[config.mk]
export PLATFORM = sky130hd
export DESIGN_NAME = alu_exec_stage_flat
export DESIGN_NICKNAME = d
export VERILOG_FILES = /design/src/rtl/alu_exec_if.sv /design/src/rtl/alu_exec_stage.sv /design/src/flat_wrapper.sv
export SDC_FILE = /design/constraint.sdc
export NUM_CORES = 1
export LEC_CHECK = 0
export CORE_MARGIN = 2
export CORE_UTILIZATION = 55
export DETAILED_ROUTE_END_ITERATION = 6
export PLACE_DENSITY_LB_ADDON = 0.3
export SLEW_MARGIN = 20
export SYNTH_ARGS = -nofsm -noshare
export SYNTH_HDL_FRONTEND = slang
export SYNTH_SLANG_ARGS = --single-unit
[constraint.sdc]
create_clock -name clk -period 5 [get_ports clk]
set_clock_uncertainty 0.05 [all_clocks]
set_input_delay 0.5 -clock clk [delete_from_list [all_inputs] [get_ports clk]]
set_output_delay 0.5 -clock clk [all_outputs]
set_load 0.005 [all_outputs]
[src/rtl/alu_exec_if.sv]
// Handshake bundle for alu_exec_stage.
//   slave  : stage side (takes operations, drives results)
//   master : producer/consumer side
// Signals: in_valid/in_ready/alu_ctrl/op_a/op_b/in_tag (operation in),
//          out_valid/out_ready/result/zero/illegal/out_tag (head result out),
//          illegal_count (debug counter).
interface alu_exec_if #(
  parameter int unsigned XLEN  = 32,
  parameter int unsigned TAG_W = 5
);
  logic             in_valid;
  logic             in_ready;
  logic [3:0]       alu_ctrl;
  logic [XLEN-1:0]  op_a;
  logic [XLEN-1:0]  op_b;
  logic [TAG_W-1:0] in_tag;
  logic             out_valid;
  logic             out_ready;
  logic [XLEN-1:0]  result;
  logic             zero;
  logic             illegal;
  logic [TAG_W-1:0] out_tag;
  logic [15:0]      illegal_count;

  modport slave (
    input  in_valid, alu_ctrl, op_a, op_b, in_tag, out_ready,
    output in_ready, out_valid, result, zero, illegal, out_tag, illegal_count
  );

  modport master (
    output in_valid, alu_ctrl, op_a, op_b, in_tag, out_ready,
    input  in_ready, out_valid, result, zero, illegal, out_tag, illegal_count
  );
endinterface

[src/rtl/alu_exec_stage.sv]
// Execute stage: single-cycle ALU feeding a 2-entry result FIFO.
// Ports:
//   clk  : rising-edge clock
//   rst  : synchronous active-high reset
//   bus  : alu_exec_if.slave -- operation handshake in, head result out,
//          saturating illegal-op counter
module alu_exec_stage #(
  parameter int unsigned XLEN  = 32,
  parameter int unsigned TAG_W = 5
) (
  input logic       clk,
  input logic       rst,
  alu_exec_if.slave bus
);

  logic [XLEN-1:0]  r_res  [2];
  logic             r_zero [2];
  logic             r_ill  [2];
  logic [TAG_W-1:0] r_tag  [2];
  logic             r_rd_ptr;
  logic             r_wr_ptr;
  logic [1:0]       r_count;
  logic [15:0]      r_illegal_count;

  logic [XLEN-1:0]  w_alu_res;
  logic             w_illegal_op;
  logic             w_push;
  logic             w_pop;
  logic             w_has_head;
  logic [1:0]       w_count_nxt;

  // in_ready comes only from registered count, so no out_ready -> in_ready path.
  assign bus.in_ready  = (r_count != 2'd2);
  assign bus.out_valid = w_has_head;
  assign w_has_head    = (r_count != 2'd0);
  assign w_push        = bus.in_valid && bus.in_ready;
  assign w_pop         = w_has_head && bus.out_ready;

  always_comb begin
    w_alu_res    = '0;
    w_illegal_op = 1'b0;
    case (bus.alu_ctrl)
      4'b0000: w_alu_res = bus.op_a + bus.op_b;
      4'b0001: w_alu_res = bus.op_a - bus.op_b;
      4'b0010: w_alu_res = bus.op_a & bus.op_b;
      4'b0011: w_alu_res = bus.op_a | bus.op_b;
      4'b0100: w_alu_res = bus.op_a ^ bus.op_b;
      default: w_illegal_op = 1'b1;
    endcase
  end

  always_comb begin
    w_count_nxt = r_count;
    case ({w_push, w_pop})
      2'b10:   w_count_nxt = r_count + 2'd1;
      2'b01:   w_count_nxt = r_count - 2'd1;
      default: w_count_nxt = r_count;
    endcase
  end

  always_ff @(posedge clk) begin
    if (rst) begin
      r_rd_ptr        <= 1'b0;
      r_wr_ptr        <= 1'b0;
      r_count         <= 2'd0;
      r_illegal_count <= 16'd0;
    end else begin
      r_count <= w_count_nxt;
      if (w_push) r_wr_ptr <= ~r_wr_ptr;
      if (w_pop)  r_rd_ptr <= ~r_rd_ptr;
      if (w_push && w_illegal_op && (r_illegal_count != 16'hFFFF)) begin
        r_illegal_count <= r_illegal_count + 16'd1;
      end
    end
  end

  // Storage needs no reset: the head is masked whenever the buffer is empty.
  always_ff @(posedge clk) begin
    if (!rst && w_push) begin
      r_res[r_wr_ptr]  <= w_alu_res;
      r_zero[r_wr_ptr] <= (w_alu_res == '0);
      r_ill[r_wr_ptr]  <= w_illegal_op;
      r_tag[r_wr_ptr]  <= bus.in_tag;
    end
  end

  assign bus.result        = w_has_head ? r_res[r_rd_ptr]  : '0;
  assign bus.zero          = w_has_head ? r_zero[r_rd_ptr] : 1'b0;
  assign bus.illegal       = w_has_head ? r_ill[r_rd_ptr]  : 1'b0;
  assign bus.out_tag       = w_has_head ? r_tag[r_rd_ptr]  : '0;
  assign bus.illegal_count = r_illegal_count;

endmodule

[src/flat_wrapper.sv]
// flat-port wrapper written by rule: the top's interface ports become plain ports
module alu_exec_stage_flat 
#(
  parameter int unsigned XLEN  = 32,
  parameter int unsigned TAG_W = 5
)
  (clk, rst, bus_in_valid, bus_alu_ctrl, bus_op_a, bus_op_b, bus_in_tag, bus_out_ready, bus_in_ready, bus_out_valid, bus_result, bus_zero, bus_illegal, bus_out_tag, bus_illegal_count);
  alu_exec_if #(.XLEN(XLEN), .TAG_W(TAG_W)) bus_i ();
  input logic clk;
  input logic rst;
  input wire logic [$bits(bus_i.in_valid)-1:0] bus_in_valid;
  input wire logic [$bits(bus_i.alu_ctrl)-1:0] bus_alu_ctrl;
  input wire logic [$bits(bus_i.op_a)-1:0] bus_op_a;
  input wire logic [$bits(bus_i.op_b)-1:0] bus_op_b;
  input wire logic [$bits(bus_i.in_tag)-1:0] bus_in_tag;
  input wire logic [$bits(bus_i.out_ready)-1:0] bus_out_ready;
  output wire logic [$bits(bus_i.in_ready)-1:0] bus_in_ready;
  output wire logic [$bits(bus_i.out_valid)-1:0] bus_out_valid;
  output wire logic [$bits(bus_i.result)-1:0] bus_result;
  output wire logic [$bits(bus_i.zero)-1:0] bus_zero;
  output wire logic [$bits(bus_i.illegal)-1:0] bus_illegal;
  output wire logic [$bits(bus_i.out_tag)-1:0] bus_out_tag;
  output wire logic [$bits(bus_i.illegal_count)-1:0] bus_illegal_count;
  assign bus_i.in_valid = bus_in_valid;
  assign bus_i.alu_ctrl = bus_alu_ctrl;
  assign bus_i.op_a = bus_op_a;
  assign bus_i.op_b = bus_op_b;
  assign bus_i.in_tag = bus_in_tag;
  assign bus_i.out_ready = bus_out_ready;
  assign bus_in_ready = bus_i.in_ready;
  assign bus_out_valid = bus_i.out_valid;
  assign bus_result = bus_i.result;
  assign bus_zero = bus_i.zero;
  assign bus_illegal = bus_i.illegal;
  assign bus_out_tag = bus_i.out_tag;
  assign bus_illegal_count = bus_i.illegal_count;
  alu_exec_stage #(.XLEN(XLEN), .TAG_W(TAG_W)) u_core (.clk(clk), .rst(rst), .bus(bus_i));
endmodule
Word level (Yosys, flattened, before mapping)
Memory sizes are Yosys's and may differ from the RTL's. A register that Yosys moved wholly into a read port is not among the register bits.
Cells that the tools add are included.
{"block": "totals", "output_inout_bits": 57, "input_bits": 77, "n_memories": 4, "word_cells": 54, "ff_bits": 20, "ram_bits": 78}
{"name": "u_core.r_res", "depth": 2, "word_bits": 32, "rd": 1, "rd_ports_with_merged_regs": 1, "write_ports": 1, "line_no": "alu_exec_stage.sv:16", "rtl": "logic [XLEN-1:0] r_res [2];"}
{"name": "u_core.r_tag", "depth": 2, "word_bits": 5, "rd": 1, "rd_ports_with_merged_regs": 1, "write_ports": 1, "line_no": "alu_exec_stage.sv:19", "rtl": "logic [TAG_W-1:0] r_tag [2];"}
{"name": "u_core.r_ill", "depth": 2, "word_bits": 1, "rd": 1, "rd_ports_with_merged_regs": 1, "write_ports": 1, "line_no": "alu_exec_stage.sv:18", "rtl": "logic r_ill [2];"}
{"name": "u_core.r_zero", "depth": 2, "word_bits": 1, "rd": 1, "rd_ports_with_merged_regs": 1, "write_ports": 1, "line_no": "alu_exec_stage.sv:17", "rtl": "logic r_zero [2];"}
{"block": "op_classes", "eq_ne": 8, "n_mux": 17, "bitwise_logic": 5, "reduce_logical": 11, "add_sub_neg": 5}
{"op": "$pmux 32 s5", "count": 1}
{"op": "$add 32x32->32", "count": 1}
{"op": "$and 32x32->32", "count": 1}
{"op": "$logic_not 32->1", "count": 1}
{"op": "$mux 32", "count": 1}
{"op": "$or 32x32->32", "count": 1}
{"op": "$sub 32x32->32", "count": 1}
{"op": "$xor 32x32->32", "count": 1}
{"op": "$add 16x1->16 const B", "count": 1}
{"op": "$ne 16x16->1 const B", "count": 1}
{"op": "$mux 1", "count": 13}
{"op": "$eq 4x2->1 const B", "count": 2}
{"op": "$logic_and 1x1->1", "count": 5}
{"op": "$mux 5", "count": 1}
{"op": "$reduce_or 5->1", "count": 1}
{"op": "$eq 4x1->1 const B", "count": 1}
{"op": "$eq 4x3->1 const B", "count": 1}
{"op": "$logic_not 4->1", "count": 1}
{"op": "$pmux 2 s2", "count": 1}
{"op": "$reduce_bool 2->1", "count": 2}
{"op": "$add 2x1->2 const B", "count": 1}
{"op": "$eq 2x1->1 const B", "count": 1}
{"op": "$eq 2x2->1 const B", "count": 1}
{"op": "$ne 2x2->1 const B", "count": 1}
{"op": "3 further kinds", "count": 4}

Longest topological paths before layout
Gate-level depths: netlist of the first run.
{"block": "logic_depth", "word_depth": 5, "mapped_depth": 20, "mapped_depth_nobuf": 19}

Worst setup path after synthesis of the first run
OpenSTA, ideal clock, no wires.
{"block": "synth_path", "path_type": "input port to flip-flop", "from": "in bus_alu_ctrl[2]", "to": "mem u_core.r_zero[0], data pin", "stages": 18, "slack_ps": 397, "t_required_ps": 4802, "t_arrival_ps": 4405, "cell_sequence": "buf_2 nor3_1 clkbuf_1 buf_2 nand2_1 clkbuf_1 a21o_1 fa_1 nor2b_1 o2111ai_1 a2111oi_0 nor3_2 o21ai_1 or3_1 nand3_1 or2_0 a2111o_1 nor2_1"}
{"block": "synth_between", "elab_chain_cells": 3}
{"element": "start, declared", "line_no": "flat_wrapper.sv:12", "rtl": "input wire logic [$bits(bus_i.alu_ctrl)-1:0] bus_alu_ctrl;"}
{"element": "$eq 4x3->1, or another cell as far along", "line_no": "alu_exec_stage.sv:42", "rtl": "case (bus.alu_ctrl)"}
{"element": "$pmux 32 s5 *", "line_no": "alu_exec_stage.sv:42"}
{"element": "named net u_core.w_alu_res[24]", "line_no": "alu_exec_stage.sv:25", "rtl": "logic [XLEN-1:0] w_alu_res;"}
{"element": "$logic_not 32->1 *", "line_no": "alu_exec_stage.sv:81", "rtl": "r_zero[r_wr_ptr] <= (w_alu_res == '0);"}
{"element": "end, declared", "line_no": "alu_exec_stage.sv:17"}
The timed path passes the listed nets; every way through them passes the cells marked *.

Final worst setup path of the first run
{"block": "layout_path", "from": "in bus_op_b[4]", "to": "mem u_core.r_zero[1], data pin"}
{"block": "layout_between", "elab_chain_cells": 3}
{"element": "start, declared", "line_no": "flat_wrapper.sv:14", "rtl": "input wire logic [$bits(bus_i.op_b)-1:0] bus_op_b;"}
{"element": "$sub 32x32->32, or another cell as far along", "line_no": "alu_exec_stage.sv:44", "rtl": "4'b0001: w_alu_res = bus.op_a - bus.op_b;"}
{"element": "$pmux 32 s5 *", "line_no": "alu_exec_stage.sv:42"}
{"element": "$logic_not 32->1 *", "line_no": "alu_exec_stage.sv:81"}
Mark *: on every way between the ends. The rest lies on a longest branch, timed or not.

==> run metrics, run 1 <==
GPL Wtd Cong ~0.94; highest clock rate between 200 and 250 MHz; slew at the pin closest to its max-slew limit 0.837 ns; All-Layer GR Usage between 20% and 30%; register area share after synthesis roughly a third; fin crit period between 4 and 5 ns; H-tree levels 3; Pre-antenna DRT Iters 5; Sink Count between 90 and 100; # setup viols final 0; Inserted Diodes 0; Final Slew Violations 0; vias in the first global route roughly 7.3k; I/O pin count around 130; maximum vdd drop 0.190 mV; Overflow after GRT 0; Layout Area Growth over Synthesis 29.2%; IO buf count roughly 130; Chip Width between 100 and 150 um; CP Max Fanout 5; main flop type after synthesis edfxtp_1; Yosys cell types 74; initial antenna violation count 0; Synth Instances between 900 and 1k; Die Area 16,300 um2; Mean Syn Cell Area between 9 and 10 um2; Crit. End Element flop; die height ~130 um; Fin Setup TNS 0 ns; CTS tree yes; syn nets ~1.1k; CP Data Required Time slightly above 5 ns; Iteration-0 DRC Markers 621; Tcrit/Tclk final 94.0%; final-stage net count approximately 1.3k; CTS root buf clkbuf_16; startpoint types primary input; largest net degree at the start of global routing 40; detailed-route vias per instance slightly below 6; WL/cell 17.1 um; Final Hold Fails 0; Worst slew margin 44.0%; Reg clk slew, reported paths about 0.070 ns; top cells by area, synth edfxtp_1, ha_1, nor2_1; final worst setup slack around 0.30 ns; clk_lat worst skew around 0.34 ns; post-synth top area cell edfxtp_1; CTS buffer count 9; initial core utilization 55.7%; Seq cells post-synth 99; Max clock buf depth 2; MaxCap Viol Count 0; pre-CTS WS -0.173 ns; asr flop ratio synth 0%; fillers between 1k and 1.5k; CTS hold repair buffers 0; final core occ approximately 72%; number of flops mapped to enable cells by yosys between 70 and 80; Routed WL 22,500 um; WS Path Type in -> reg; Syn Std Cell Area 8410 um2; Worst EP arrival 4.83 ns; Residual DRC 0; share of layout cells above drive strength 1 11.9%; antenna-violating nets left 0; unrepaired setup endpoints after global routing false; vias around 7.7k; HP Class reg -> reg; P_leak about 0.0046 uW; HPWL Detailed around 18,000 um; num rows 45; first-pass GRT wire length ~36,000 um; total number of yosys warnings 0; outcome completed; Synth top area share 27.8%; core area around 15,000 um2; Pwr per Cell Area about 300 nW/um2
-- critical path: stages --
cell and delay, ns:
clkdlybuf4s50_1 0.42, or4_4 0.57, nor4_4 0.17, buf_4 0.17
nand4_4 0.14, nor4_4 0.20, buf_4 0.16, and2_4 0.18
nor2_1 0.06, xnor2_1 0.13, ha_1 0.35, a21o_1 0.18
a21oi_1 0.15, o32ai_1 0.10, a311o_1 0.31, a21o_1 0.15
mux2_2 0.27, nor2_2 0.16, o211ai_1 0.11, nand4b_1 0.18
nor2_1 0.16
-- cells in the final DEF (no fill, tap or decap), types with 8 or more instances in the layout --
master           Yosys  routed
a21oi_1             40      40
ha_1                98      97
nor2_1             121     118
mux2i_1             45      45
buf_4                0      91
xnor2_1             47      47
clkbuf_16            0       9
and3_1               8       8
nand3_1             20      20
a21o_1              17      17
a31oi_1              9       9
a221oi_1            16      16
nand2b_1            13      13
edfxtp_1            78      78
xor2_1              19      19
inv_1               83      83
nor3_1              11       9
a22oi_1             13      13
o211ai_1            11      11
o21ai_0             36      35
clkdlybuf4s50_1      0     133
or3_1               11      11
nand2_1             47      47
dfxtp_1             21      20
nand4_1             17      17
-- cell usage after synthesis, types with 3 or more instances --
cell and instances:
nand2b_1 13, o21bai_1 4, or2_2 3, nor2b_1 5
o21ai_0 36, and3_1 8, a31oi_1 9, and4_1 3
clkbuf_1 36, xor2_1 19, edfxtp_1 78, a21oi_1 40
o21a_1 5, dfxtp_1 21, buf_2 5, ha_1 98
mux2i_1 45, or3_1 11, nor3_1 11, a211oi_1 4
o22ai_1 3, a22oi_1 13, nand4_1 17, nor2_1 121
o221ai_1 5, a2111o_1 3, nor4_1 3, a21o_1 17
o211ai_1 11, a221oi_1 16, xnor2_1 47, nand2_1 47
a41oi_1 5, o32a_1 4, inv_1 83, o2111ai_1 4
nand3_1 20, o31ai_1 6, o21ai_1 4, and2_1 6
-- final timing paths --
path | cells after the start | slack, ns | startpoint | end
worst max-delay path | 21 | 0.30 | bus_op_b[4] | u_core.r_zero[1]
worst max register to register | 9 | 2.37 | u_core.bus.illegal_count[0] | u_core.bus.illegal_count[13]
worst min-delay path | 2 | 0.46 | u_core.bus.illegal_count[8] | u_core.bus.illegal_count[8]
worst min register to register | 2 | 0.46 | u_core.bus.illegal_count[8] | u_core.bus.illegal_count[8]
-- metal layers --
layer	global-route usage [%]	vias up	share of wire [%]
met5	0	-	0
met4	7.50	0	1.7
met3	3.96	33	7.2
met2	44.8	272	45
met1	39.8	3682	46
li1	-	3760	-
-- flip-flops by register name, summed over array words and instances, names as in the netlist, named ones only --
signal / cells
u_core.bus.illegal_count: 16
u_core.r_count: 2
u_core.r_ill: 2
u_core.r_rd_ptr: 1
u_core.r_res: 64
u_core.r_tag: 10
u_core.r_wr_ptr: 1
u_core.r_zero: 2
-- power by group --
part	internal (uW)	switching (uW)
combinational	741	744
sequential	986	33.6
clock	442	298
total	2170	1080
-- logic make-up after synthesis --
group	share of synthesized area, %
buffers and inverters	5.70
multiplexers	5.49
XOR/XNOR	7.07
AO/OA/AOI/OAI	17.3
adder cells (fa/ha/maj)	14.8
AND/OR/NAND/NOR	16.8
flip-flops	32.8
-- metrics by stage --
stage	cells	hold WS, ns	power [uW]	instance area [um2]
after floorplan	932	0.416	1810	8410
after global placement	1300	0.437	2470	10500
after detailed placement	1300	0.446	2510	10500
after CTS	1316	0.455	3260	10800
after global routing	1317	0.506	3440	10900
final	1317	0.465	3250	10900
-- cell type report --
cell class / count / area (um2) / area share (%)
multi-input combinational: 707 / 5220 / 48.0
sequential: 99 / 2760 / 25.4
timing repair buffer: 224 / 2010 / 18.5
inverter: 83 / 312 / 2.87
tap: 188 / 235 / 2.16
clock buffer: 9 / 225 / 2.07
clock inverter: 7 / 100 / 0.921
-- repair_timing --
action,CTS,global route
setup endpoints to repair,0,2
buffers inserted,0,1
gates resized for setup,0,8
(Power assumes the default switching activity.)
==> inputs of run 2 (changes only) <==
- CORE_UTILIZATION: 55 -> 45
- SLEW_MARGIN: 20 -> unset
==> run metrics, run 2 (synthesis results as in run 1) <==
initial core utilization 45.4% (was 55.7%); All-Layer GR Usage 22.9% (was 27.9%); outcome completed (unchanged); Sink Count 99 (unchanged); maximum vdd drop 0.202 mV (was 0.190 mV); Final Hold Fails 0 (unchanged); Overflow after GRT 0 (unchanged); pre-CTS WS -0.194 ns (was -0.173 ns); Final Slew Violations 0 (unchanged); Residual DRC 0 (unchanged); HP Class reg -> reg (unchanged); Chip Width 141 um (was 128 um); P_leak 0.00462 uW (was 0.00456 uW); initial antenna violation count 0 (unchanged); Biggest register u_core.r_res (unchanged); sw power 1050 uW (was 1080 uW); Reg2Reg Depth 7 (was 9); Worst EP arrival 4.86 ns (was 4.83 ns); vias 7,589 (was 7,747); Routed WL 22,900 um (was 22,500 um); HPWL Detailed 18,300 um (was 17,800 um); I/O pin count 134 (unchanged); MaxCap Viol Count 0 (unchanged); die height 141 um (was 128 um); WS Path Type in -> reg (unchanged); WL/cell 16.7 um (was 17.1 um); unrepaired setup endpoints after global routing false (unchanged); Pre-antenna DRT Iters 5 (unchanged); detailed-route vias per instance 5.52 (was 5.88); num rows 50 (was 45); first-pass GRT wire length 36,500 um (was 36,300 um); Die Area 19,800 um2 (was 16,300 um2); Sw Share 33.0% (was 33.1%); Iteration-0 DRC Markers 427 (was 621); antenna-violating nets left 0 (unchanged); worst reg2reg setup slack 2.43 ns (was 2.37 ns); H-tree levels 3 (unchanged); largest net degree at the start of global routing 32 (was 40); CTS root buf clkbuf_16 (unchanged); Max clock buf depth 2 (unchanged); Tcrit/Tclk final 94.5% (was 94.0%); CP Data Required Time 5.14 ns (about the same); Inserted Diodes 0 (unchanged); commonest non-fill, non-tap cell in the layout clkdlybuf4s50_1 (unchanged); final-stage net count 1,313 (was 1,300); hold path depth 2 (unchanged); final non-filler cell total 1,376 (was 1,317); share of layout cells above drive strength 1 12.7% (was 11.9%); # setup viols final 0 (unchanged); startpoint types primary input (unchanged); highest clock rate 212 MHz (was 213 MHz); Pwr per Cell Area 288 nW/um2 (was 299 nW/um2); share of power burned in registers 33.4% (was 31.4%); Largest register FFs 64 (unchanged); Crit. End Element flop (unchanged); post-CTS setup buffers 0 (unchanged); commonest cells after routing, fill and taps aside clkdlybuf4s50_1, nor2_1, buf_4 (was clkdlybuf4s50_1, nor2_1, ha_1); Placed Cells 1,360 (was 1,300); final worst setup slack 0.275 ns (was 0.302 ns); IO buf count 133 (unchanged); Layout Area Growth over Synthesis 30.9% (was 29.2%); CP Max Fanout 5 (unchanged); slew at the pin closest to its max-slew limit 1.01 ns (was 0.837 ns); reg-to-reg critical path startpoint u_core.r_count[0] (was u_core.bus.illegal_count[0]); clk_lat worst skew 0.33 ns (was 0.34 ns); Worst slew margin 32.1% (was 44.0%); Power Internal 2120 uW (was 2170 uW); startpoint of the worst hold path u_core.r_rd_ptr (was u_core.bus.illegal_count[8]); core area 18,500 um2 (was 15,100 um2); CTS buffer count 9 (unchanged); R2R Path End u_core.r_count[1] (was u_core.bus.illegal_count[13]); clock power share 21.1% (was 22.8%); vias in the first global route 7,153 (was 7,336); combinational share of power 45.5% (was 45.8%); Reg clk slew, reported paths 0.06 ns (was 0.07 ns); GPL Wtd Cong 0.911 (was 0.945); CTS tree yes (unchanged); fin crit period 4.73 ns (was 4.70 ns)
## run 2: changes by cell type in the layout (fill, tap and decap cells not counted), sizes merged
cell,delta
buf,+13
inv,-2
bufinv,-1
clkinv,+2
clkinvlp,+1
## run 2: stage by stage
step	cell area [um2]	setup TNS [ns]	power, uW	util [%]	hold WS [ns]
global placement	10700	-0.182	2510	57.8	0.440
finish	11000	0	3170	59.5	0.473
global route	11000	0	3360	59.5	0.498
detailed placement	10700	-0.475	2520	57.8	0.445
CTS	11000	0	3190	59.4	0.477
floorplan	8410	0	1810	-	0.416
## run 2: worst max-delay path by stage
stage               startpoint                to  slack, ns  cells after the start
2_1_floorplan  bus_alu_ctrl[2]  u_core.r_zero[0]       0.40                     18
3_3_place_gp       bus_op_b[4]  u_core.r_zero[0]      -0.09                     20
3_5_place_dp       bus_op_b[4]  u_core.r_zero[0]      -0.19                     20
4_1_cts            bus_op_b[4]  u_core.r_zero[0]       0.15                     20
5_1_grt            bus_op_b[4]  u_core.r_zero[0]      0.003                     20
6_report           bus_op_b[4]  u_core.r_zero[0]       0.27                     19
## run 2: timing repair
action / in CTS / in global routing
hold buffers: 0 / 0
endpoints found under the setup margin: 0 / 2
resized for setup: 0 / 7
## run 2: power by group through the flow
stage          combinational, uW  sequential [uW]  clock (uW)
2_1_floorplan                781             1030           0
3_3_place_gp                1430             1070           0
3_5_place_dp                1440             1080           0
4_1_cts                     1450             1060         681
5_1_grt                     1580             1070         709
6_report                    1440             1060         670
## run 2: routing by layer
metal	vias to the layer above	wire, um	track usage [%]	part of all wire, %
met5	-	0	0	0
met3	16	1240	2.68	5.4
met1	3570	11100	32.9	48
met4	0	183	4.89	0.80
met2	224	10400	37.2	45
li1	3779	-	-	-
## run 2: area by class of cell
cell class	count	area [um2]
fill	1640	7500
multi-input combinational	707	5210
sequential	99	2760
timing repair buffer	237	2140
inverter	83	312
tap	234	293
clock buffer	9	225
clock inverter	7	68.8
## run 2: worst max-delay path, cell delays in order
cell and delay, ns:
clkdlybuf4s50_1 0.42, or4_4 0.56, nor4_4 0.20, buf_4 0.18, nand4_4 0.15, o31ai_2 0.23, xnor2_1 0.15, ha_1 0.28
a21oi_2 0.21, and2_1 0.22, nand2_1 0.08, o311ai_1 0.28, buf_4 0.17, o21ai_1 0.07, xnor2_1 0.16, o221ai_1 0.22
or2_0 0.27, a2111o_1 0.39, nor2_1 0.12
==> inputs of run 3 (changes only) <==
- CORE_UTILIZATION: 45 -> 30
- HOLD_SLACK_MARGIN: unset -> 0.15
==> run metrics, run 3 (synthesis results as in run 1) <==
outcome completed (unchanged); WS Path Type in -> reg (unchanged); unrepaired setup endpoints after global routing false (unchanged); Multi-input gate area 5240 um2 (was 5210 um2); core area 27,700 um2 (was 18,500 um2); placed instance area 11,000 um2 (was 10,700 um2); Biggest register u_core.r_res (unchanged); die height 171 um (was 141 um); MaxCap Viol Count 0 (unchanged); largest net degree at the start of global routing 40 (was 32); Chip Width 171 um (was 141 um); # setup viols final 0 (unchanged); Tot Pwr 3220 uW (was 3170 uW); critical path's top delay family simple AND/OR/NAND/NOR gates (unchanged); slew at the pin closest to its max-slew limit 1.07 ns (was 1.01 ns); vias in the first global route 7,249 (was 7,153); P_leak 0.00476 uW (was 0.00462 uW); CTS hold repair buffers 0 (unchanged); maximum vdd drop 0.144 mV (was 0.202 mV); Overflow after GRT 0 (unchanged); Crit. End Element flop (unchanged); HPWL Detailed 20,600 um (was 18,300 um); initial antenna violation count 0 (unchanged); Layout Area Growth over Synthesis 35.4% (was 30.9%); All-Layer GR Usage 17.1% (was 22.9%); I/O pin count 134 (unchanged); Pwr per Cell Area 283 nW/um2 (was 288 nW/um2); commonest cells after routing, fill and taps aside clkdlybuf4s50_1, buf_4, nor2_1 (was clkdlybuf4s50_1, nor2_1, buf_4); commonest non-fill, non-tap cell in the layout clkdlybuf4s50_1 (unchanged); HP Class reg -> reg (unchanged); num rows 61 (was 50); Iteration-0 DRC Markers 431 (was 427); Routed WL 25,300 um (was 22,900 um); hold slack 0.464 ns (was 0.473 ns); Sink Count 99 (unchanged); Placed Cells 1,525 (was 1,360); H-tree levels 3 (unchanged); antenna-violating nets left 0 (unchanged); highest clock rate 211 MHz (was 212 MHz); vias 7,646 (was 7,589); Worst EP arrival 4.89 ns (was 4.86 ns); Tcrit/Tclk final 95.0% (was 94.5%); detailed-route vias per instance 4.96 (was 5.52); Die Area 29,400 um2 (was 19,800 um2); clk_lat worst skew 0.34 ns (was 0.33 ns); final-stage net count 1,336 (was 1,313); CP Max Fanout 5 (unchanged); Max stage delay on crit path 0.55 ns (was 0.56 ns); fin crit period 4.75 ns (was 4.73 ns); Final Slew Violations 0 (unchanged); GPL Wtd Cong 0.871 (was 0.911); CTS tree yes (unchanged); Reg clk slew, reported paths 0.07 ns (was 0.06 ns); initial core utilization 30.4% (was 45.4%); FF/Latch Area 2760 um2 (unchanged); final non-filler cell total 1,543 (was 1,376); CTS buffer count 9 (unchanged); first-pass GRT wire length 39,300 um (was 36,500 um); Pre-antenna DRT Iters 5 (unchanged); share of layout cells above drive strength 1 14.8% (was 12.7%); Max clock buf depth 2 (unchanged); Inserted Diodes 0 (unchanged); Fin Setup TNS 0 ns (unchanged); crit path buf inv count 4 (was 3); CP cell instances dlymetal6s2s_1 -> or4_4 -> nor4_4 -> buf_4 -> nand4_4 -> buf_4 -> o31ai_2 -> xnor2_1 -> ha_1 -> a21oi_2 -> and2_1 -> nand2_1 -> o311ai_2 -> buf_4 -> o21ai_1 -> xnor2_1 -> o221ai_1 -> or2_0 -> a2111o_1 -> nor2_1 (was clkdlybuf4s50_1 -> or4_4 -> nor4_4 -> buf_4 -> nand4_4 -> o31ai_2 -> xnor2_1 -> ha_1 -> a21oi_2 -> and2_1 -> nand2_1 -> o311ai_1 -> buf_4 -> o21ai_1 -> xnor2_1 -> o221ai_1 -> or2_0 -> a2111o_1 -> nor2_1); Largest register FFs 64 (unchanged); Worst slew margin 28.8% (was 32.1%); startpoint types primary input (unchanged); Critical Path Slowest Stage Cell or4_4 (unchanged); WL/cell 16.4 um (was 16.7 um); CTS root buf clkbuf_16 (unchanged); Final Hold Fails 0 (unchanged); fillers 2,761 (was 1,640); Residual DRC 0 (unchanged); IO buf count 133 (unchanged); CP Data Required Time 5.14 ns (about the same); Final Instance Area 11,400 um2 (was 11,000 um2); cell mode on critical path buf_4
## run 3: cell types whose count changed in the layout (fill, tap and decap cells not counted), sizes merged
cell and change:
buf +23, clkbuf +2, clkdlybuf4s50 -4, clkinv -4, clkinvlp +1, dlymetal6s2s +4
inv +1
## run 3: area by class of cell
type | count | area share (%)
multi-input cells | 707 | 46.0
flip-flops and latches | 99 | 24.3
repair buffers | 260 | 20.3
well taps | 378 | 4.15
inverters | 83 | 2.74
clock buffers | 11 | 2.04
clock inverters | 5 | 0.549
## run 3: per-layer routing
layer / vias to the layer above / global-route usage (%) / wire length (um)
li1: 3830 / - / -
met1: 3593 / 24.0 / 12200
met2: 205 / 28.6 / 11700
met3: 18 / 1.63 / 1130
met4: 0 / 3.24 / 254
met5: - / 0 / 0
## run 3: metrics by stage
stage	util, %	setup WS [ns]
after floorplan	-	0.397
after global placement	39.8	-0.252
after detailed placement	39.8	-0.257
after CTS	40.9	0.0853
after global routing	41.1	0.0702
final	41.1	0.250
## run 3: where the power goes
group          internal, uW  switching [uW]
combinational           768             720
clock                   391             288
sequential              987            68.0
total                  2140            1080
## run 3: worst reg2reg max path, delay by kind of cell, from the launching register on
| family | cells | cell delay (ns) |
|---|---|---|
| buffers and inverters | 1 | 0.12 |
| AO/OA/AOI/OAI | 1 | 0.13 |
| adder cells (fa/ha/maj) | 1 | 0.34 |
| AND/OR/NAND/NOR | 3 | 1.46 |
| flip-flops | 1 | 0.35 |
## run 3: repair_timing
action / 4_1_cts / 5_1_grt
endpoints found under the setup margin: 0 / 2
setup buffers: 0 / 2
resized for setup: 0 / 16
## run 3: path summary, 6_finish.rpt
check,start,endpoint,slack [ns],cells past startpoint
setup reg to reg,u_core.r_count[0],u_core.r_count[1],2.47,6
setup / recovery,bus_op_b[4],u_core.r_zero[1],0.25,20
hold / removal,u_core.r_count[1],u_core.r_count[1],0.46,2
hold reg to reg,u_core.r_count[1],u_core.r_count[1],0.46,2
